==> src/rtl/id_ex_pipe_reg.sv <==
// Decode-to-execute pipeline register with stall (hold), flush (bubble) and valid tracking.
// Optional bubble counter on BubbleCntE is enabled by defining ID_EX_BUBBLE_CNT_EN.
module id_ex_pipe_reg #(
  parameter int XLEN = 32
) (
  input  logic            clk,
  input  logic            rst_n,
  input  logic            StallE,
  input  logic            FlushE,
  input  logic            ValidD,
  input  logic            RegWriteD,
  input  logic            MemWriteD,
  input  logic            BranchD,
  input  logic            JumpD,
  input  logic            ALUSrcAD,
  input  logic [1:0]      ResultSrcD,
  input  logic [1:0]      ALUSrcBD,
  input  logic [2:0]      ALUControlD,
  input  logic [2:0]      funct3D,
  input  logic [XLEN-1:0] RD1D,
  input  logic [XLEN-1:0] RD2D,
  input  logic [XLEN-1:0] ImmExtD,
  input  logic [XLEN-1:0] PCD,
  input  logic [XLEN-1:0] PCPlus4D,
  input  logic [4:0]      Rs1D,
  input  logic [4:0]      Rs2D,
  input  logic [4:0]      RdD,
  output logic            ValidE,
  output logic            RegWriteE,
  output logic            MemWriteE,
  output logic            BranchE,
  output logic            JumpE,
  output logic            ALUSrcAE,
  output logic [1:0]      ResultSrcE,
  output logic [1:0]      ALUSrcBE,
  output logic [2:0]      ALUControlE,
  output logic [2:0]      funct3E,
  output logic [XLEN-1:0] RD1E,
  output logic [XLEN-1:0] RD2E,
  output logic [XLEN-1:0] ImmExtE,
  output logic [XLEN-1:0] PCE,
  output logic [XLEN-1:0] PCPlus4E,
  output logic [4:0]      Rs1E,
  output logic [4:0]      Rs2E,
  output logic [4:0]      RdE,
  output logic [15:0]     BubbleCntE
);

  typedef struct packed {
    logic            valid;
    logic            reg_write;
    logic            mem_write;
    logic            branch;
    logic            jump;
    logic            alu_src_a;
    logic [1:0]      result_src;
    logic [1:0]      alu_src_b;
    logic [2:0]      alu_control;
    logic [2:0]      funct3;
    logic [XLEN-1:0] rd1;
    logic [XLEN-1:0] rd2;
    logic [XLEN-1:0] imm_ext;
    logic [XLEN-1:0] pc;
    logic [XLEN-1:0] pc_plus4;
    logic [4:0]      rs1;
    logic [4:0]      rs2;
    logic [4:0]      rd;
  } slot_t;

  slot_t slot_d_s;
  slot_t slot_nxt_s;
  slot_t slot_r;

  // Gather decode-stage fields into one slot image
  always_comb begin
    slot_d_s             = '0;
    slot_d_s.valid       = ValidD;
    slot_d_s.reg_write   = RegWriteD;
    slot_d_s.mem_write   = MemWriteD;
    slot_d_s.branch      = BranchD;
    slot_d_s.jump        = JumpD;
    slot_d_s.alu_src_a   = ALUSrcAD;
    slot_d_s.result_src  = ResultSrcD;
    slot_d_s.alu_src_b   = ALUSrcBD;
    slot_d_s.alu_control = ALUControlD;
    slot_d_s.funct3      = funct3D;
    slot_d_s.rd1         = RD1D;
    slot_d_s.rd2         = RD2D;
    slot_d_s.imm_ext     = ImmExtD;
    slot_d_s.pc          = PCD;
    slot_d_s.pc_plus4    = PCPlus4D;
    slot_d_s.rs1         = Rs1D;
    slot_d_s.rs2         = Rs2D;
    slot_d_s.rd          = RdD;
  end

  // Next slot: flush beats stall, stall beats load
  always_comb begin
    slot_nxt_s = slot_r;
    if (FlushE) begin
      slot_nxt_s = '0;
    end else if (StallE) begin
      slot_nxt_s = slot_r;
    end else begin
      slot_nxt_s = slot_d_s;
    end
  end

  // Slot register; all-zero reset is a bubble so control outputs never carry X
  always_ff @(posedge clk or negedge rst_n) begin
    if (!rst_n) begin
      slot_r <= '0;
    end else begin
      slot_r <= slot_nxt_s;
    end
  end

  assign ValidE      = slot_r.valid;
  assign RegWriteE   = slot_r.reg_write;
  assign MemWriteE   = slot_r.mem_write;
  assign BranchE     = slot_r.branch;
  assign JumpE       = slot_r.jump;
  assign ALUSrcAE    = slot_r.alu_src_a;
  assign ResultSrcE  = slot_r.result_src;
  assign ALUSrcBE    = slot_r.alu_src_b;
  assign ALUControlE = slot_r.alu_control;
  assign funct3E     = slot_r.funct3;
  assign RD1E        = slot_r.rd1;
  assign RD2E        = slot_r.rd2;
  assign ImmExtE     = slot_r.imm_ext;
  assign PCE         = slot_r.pc;
  assign PCPlus4E    = slot_r.pc_plus4;
  assign Rs1E        = slot_r.rs1;
  assign Rs2E        = slot_r.rs2;
  assign RdE         = slot_r.rd;

`ifdef ID_EX_BUBBLE_CNT_EN
  logic        bubble_evt_s;
  logic [15:0] bubble_cnt_r;

  // A bubble enters execute on a flush or on an unstalled invalid decode slot
  always_comb begin
    bubble_evt_s = FlushE | (~StallE & ~ValidD);
  end

  // Saturating bubble counter, cleared only by reset
  always_ff @(posedge clk or negedge rst_n) begin
    if (!rst_n) begin
      bubble_cnt_r <= 16'h0000;
    end else if (bubble_evt_s && (bubble_cnt_r != 16'hFFFF)) begin
      bubble_cnt_r <= bubble_cnt_r + 16'd1;
    end else begin
      bubble_cnt_r <= bubble_cnt_r;
    end
  end

  assign BubbleCntE = bubble_cnt_r;
`else
  assign BubbleCntE = 16'h0000;
`endif

endmodule

==> config.mk <==
export PLATFORM = sky130hd
export DESIGN_NAME = id_ex_pipe_reg
export DESIGN_NICKNAME = d
export VERILOG_FILES = /design/src/rtl/id_ex_pipe_reg.sv
export SDC_FILE = /design/constraint.sdc
export NUM_CORES = 1
export LEC_CHECK = 0
export ABC_AREA = 1
export ABC_CLOCK_PERIOD_IN_PS = 800
export BUFFER_PORTS_ARGS = -buffer_cell sky130_fd_sc_hd__buf_4
export CAP_MARGIN = 0
export CORE_ASPECT_RATIO = 0.9
export CORE_MARGIN = 4
export CORE_UTILIZATION = 35
export CTS_BUF_LIST = sky130_fd_sc_hd__clkbuf_16
export DETAILED_ROUTE_END_ITERATION = 7
export GPL_TIMING_DRIVEN = 0
export MAX_ROUTING_LAYER = met4
export SLEW_MARGIN = 10
export SYNTH_ARGS = -nofsm -noshare
export SYNTH_HDL_FRONTEND = slang
export SYNTH_SLANG_ARGS = --single-unit
==> constraint.sdc <==
create_clock -name clk -period 0.8 [get_ports clk]
set_input_delay 0.12 -clock clk [delete_from_list [all_inputs] [get_ports clk]]
set_output_delay 0.12 -clock clk [all_outputs]
set_load 0.05 [all_outputs]
# After elaboration in Yosys (flattened, before gate mapping)
# Cells that the tools add are included.
# W data, S select, Z words.
# totals
ff_bits	191
latchBits	0
ram_bits	0
mem_bits_ro	0
inputBits	195
elab_cells	21
n_memories	0
# op_classes
n_addsub	0
n_mul	0
n_div	0
order_cmp	0
n_eq_ne	1
shifts	0
n_mux	2
bitwise_logic	0
reduce_logical	0
# op_table
op	count
$mux W191	2
$ne A2 B1 Y1 const B	1

# Longest topological paths before layout
# depth
ltp_word	2
ltp_mapped	5
ltp_nobuf	3

# Least setup slack after synthesis
# No wires, ideal clock.
# synth_path
path_kind	reg-to-reg
start	reg, netlist name ALUControlE[0]
end	reg slot_r (netlist bit ALUControlE[0])
setup_time_ps	66
arrival_time_ps	797
t_required_ps	734
setup_slack_ps	-63
stages_incl_launch_ff	3
path_buffers	0
path_cell_list	dfrtp_1 -> nand3_1 -> nand2_1
# synth_rtl
item	line_no	source
end signal: assignment	114	slot_r <= slot_nxt_s;
end: declaration	72	slot_t slot_r;

# Worst setup path after layout
# layout_path
start	reg slot_r (netlist bit RD1E[11])
end	out RD1E[11]
# layout_rtl
item	line_no	source
end: declaration	38	output logic [XLEN-1:0] RD1E,
# No word-level cell between the ends.

==> impl_metrics.json <==
{
  "clk_pin_slew_worst_paths_ps": 70,
  "r2r-end": "PCE[19]",
  "reg2reg_slack_ps": 0,
  "antennaDiodeCount": 0,
  "crit_chain": "buf_6",
  "synth_largest_area_cell": "dfrtp_1",
  "cts_buffers": 17,
  "drive_above_1_share_pct": 49.4,
  "dpl_worst_slack_ps": -364,
  "grt_use_total_pct": 25.6,
  "core-area_um2": 21100,
  "synth_edf_count": 0,
  "wl_mm": 31.1,
  "grt_pass1_wl_mm": 47.6,
  "ys_seq_area_share_pct": 62.7,
  "dpl.cell_count": 1534,
  "final_area_um2": 14900,
  "tritoncts": "yes",
  "yosysMostFrequentCell": "nand2_1",
  "leakagePower_nw": 7.71,
  "pin_count": 402,
  "clk_latency_ps": 430,
  "finalHoldViolations": 105,
  "h-tree-depth": 4,
  "dpl-instance-area_um2": 11200,
  "worst-path-buf-inv": 1,
  "wl_per_cell_um": 17.3,
  "rsz0062_at_grt": "true",
  "syn_to_final_growth_pct": 96.1,
  "cts.sinks": 191,
  "portBuffers": 385,
  "grt_overflow": 0,
  "violations": "hold timing, setup timing",
  "cp.required_ps": 680,
  "grt_pass1_vias": 8878,
  "tightest_slew_ps": 565,
  "end_kind": "output pin",
  "drv_slew": 0,
  "fp.dieW_um": 164,
  "die-area_um2": 24200,
  "ys_top_cells_by_area": "dfrtp_1 (63%), nand2_1 (19%), nand3_1 (13%)",
  "critPathArrivalTime_ps": 1020,
  "criticalPathCategory": "reg -> out",
  "detail_route.iter0.violations": 473,
  "cp_slowest_cell": "dfrtp_2",
  "drcViolationCount": 0,
  "rr_worst_depth": 3,
  "clockBufferDepth": 2,
  "netlist_area_um2": 7620,
  "yosys.cell_types.count": 8,
  "vias": 8373,
  "critPathLaunchType": "flop",
  "syn_inst": 846,
  "skew_ps": 0,
  "yosysTopAreaCellShare_pct": 62.7,
  "fin_ws_ps": -341,
  "fp-row-count": 50,
  "ant_nets": 0,
  "async_reset_ff_share_pct": 100,
  "fmax_mhz": 877,
  "fin_nets": 1698,
  "vias_per_cell": 4.65,
  "setup_tns_ps": -60400,
  "fin_crit_sh_pct": 143,
  "dr.pass1.iters": 5,
  "critPathMaxFanout": 2,
  "ys.flop_type": "dfrtp_1",
  "status": "finished, violations left",
  "drv_cap": 0,
  "die_h_um": 148,
  "hold_class": "in -> async",
  "multi_input_area_um2": 2550,
  "place_congestion": 0.820,
  "syn_area_per_cell_um2": 9.01,
  "ir_worst_vdd_uv": 1480,
  "start_util_pct": 36.1,
  "layout_min_cycle_time_ps": 1140,
  "critPathTopFamily": "flip-flops",
  "hold_ws_ps": -310,
  "cp_slowest_stage_delay_ps": 430,
  "r2r_start": "PCE[19]",
  "ys_ff_latch": 191,
  "n_fill_cell": 1557,
  "clockRootBuffer": "clkbuf_16",
  "finalSetupViolCount": 191,
  "hpwl_mm": 20.5,
  "cts_hold_buf": 191,
  "grt_max_degree": 107,
  "instances_no_fill": 1801,
  "synth_commonest_cells": "nand2_1 (382), dfrtp_1 (191), nand3_1 (191), buf_2 (62), buf_4 (17)",
  "ff_latch_area_um2": 5020,
  "grt_antenna_before_repair": 0,
  "maxSlewHeadroom_pct": 62.4,
  "synth_warnings": 0,
  "power_density_nw_per_um2": 1730
}
==> kinds of logic (layout without fill, tap and decap cells) <==
family | count (synthesis) | count (layout) | share of synthesized area (%)
buffers and inverters | 80 | 734 | 5.80
flip-flops | 191 | 191 | 62.7
other | 1 | 16 | 0.0492
AND/OR/NAND/NOR | 574 | 574 | 31.4
==> cell type report <==
type                       count  area share (%)
buffer                        79            2.96
clock buffer                  17            2.85
clock inverter                14           0.955
inverter                       1          0.0251
multi-input combinational    590            17.0
sequential                   191            33.6
tap                          286            2.40
timing repair buffer         623            40.2
==> routing by layer <==
metal	vias up	part of all wire [%]	global-route usage, %
met4	0	2.9	8.64
met2	299	52	44.6
met1	4036	38	29.0
li1	3979	-	-
met5	-	0	-
met3	59	6.8	6.11
==> state kept, by name, summed over array words and instances (netlist names), 2 cells and up <==
signal,flops
ALUControlE,3
Rs2E,5
ResultSrcE,2
RD2E,32
RD1E,32
ImmExtE,32
ALUSrcBE,2
PCPlus4E,32
PCE,32
funct3E,3
Rs1E,5
RdE,5
==> cell usage in the layout (no fill, tap or decap), types with 3 or more instances in the layout <==
cell / netlist / routed
buf_2: 62 / 60
buf_4: 17 / 245
buf_6: 0 / 189
buf_8: 0 / 13
clkbuf_16: 0 / 17
clkinv_4: 0 / 3
clkinvlp_4: 0 / 3
conb_1: 1 / 16
dfrtp_2: 0 / 191
dlygate4sd3_1: 0 / 191
nand2_1: 382 / 381
nand3_1: 191 / 173
nand3_2: 0 / 18
==> stage by stage <==
step,total power [mW],utilization [%]
final,25.9,70.9
after CTS,25.9,69.3
after global routing,26.9,70.9
after detailed placement,16.1,53.2
after global placement,16.0,52.9
after floorplan,13.8,-
==> power by group <==
part / total [mW] / switching (mW) / leakage, nW / internal [mW]
Sequential: 10.7 / 0.437 / 2.26 / 10.3
Combinational: 6.76 / 3.88 / 5.18 / 2.87
Clock: 8.42 / 3.83 / 0.272 / 4.59
==> what timing repair did <==
item,4_1_cts,5_1_grt
hold endpoints to repair,296,105
resized for setup,203,31
setup buffers,18,29
pin swaps,0,19
endpoints found under the setup margin,191,252
==> worst max path at each step <==
stage | startpoint | end | slack [ps] | depth (start not counted)
2_1_floorplan | ALUControlE[0] | ALUControlE[0] | 30 | 2
3_3_place_gp | rst_n | PCPlus4E[10] | -1950 | 1
3_5_place_dp | FlushE | RD2E[10] | -360 | 6
4_1_cts | Rs1E[1] | Rs1E[1] | -360 | 1
5_1_grt | RD2E[16] | RD2E[16] | -370 | 1
6_report | RD1E[11] | RD1E[11] | -340 | 1
Note: power is estimated with default switching activity, not from simulation.
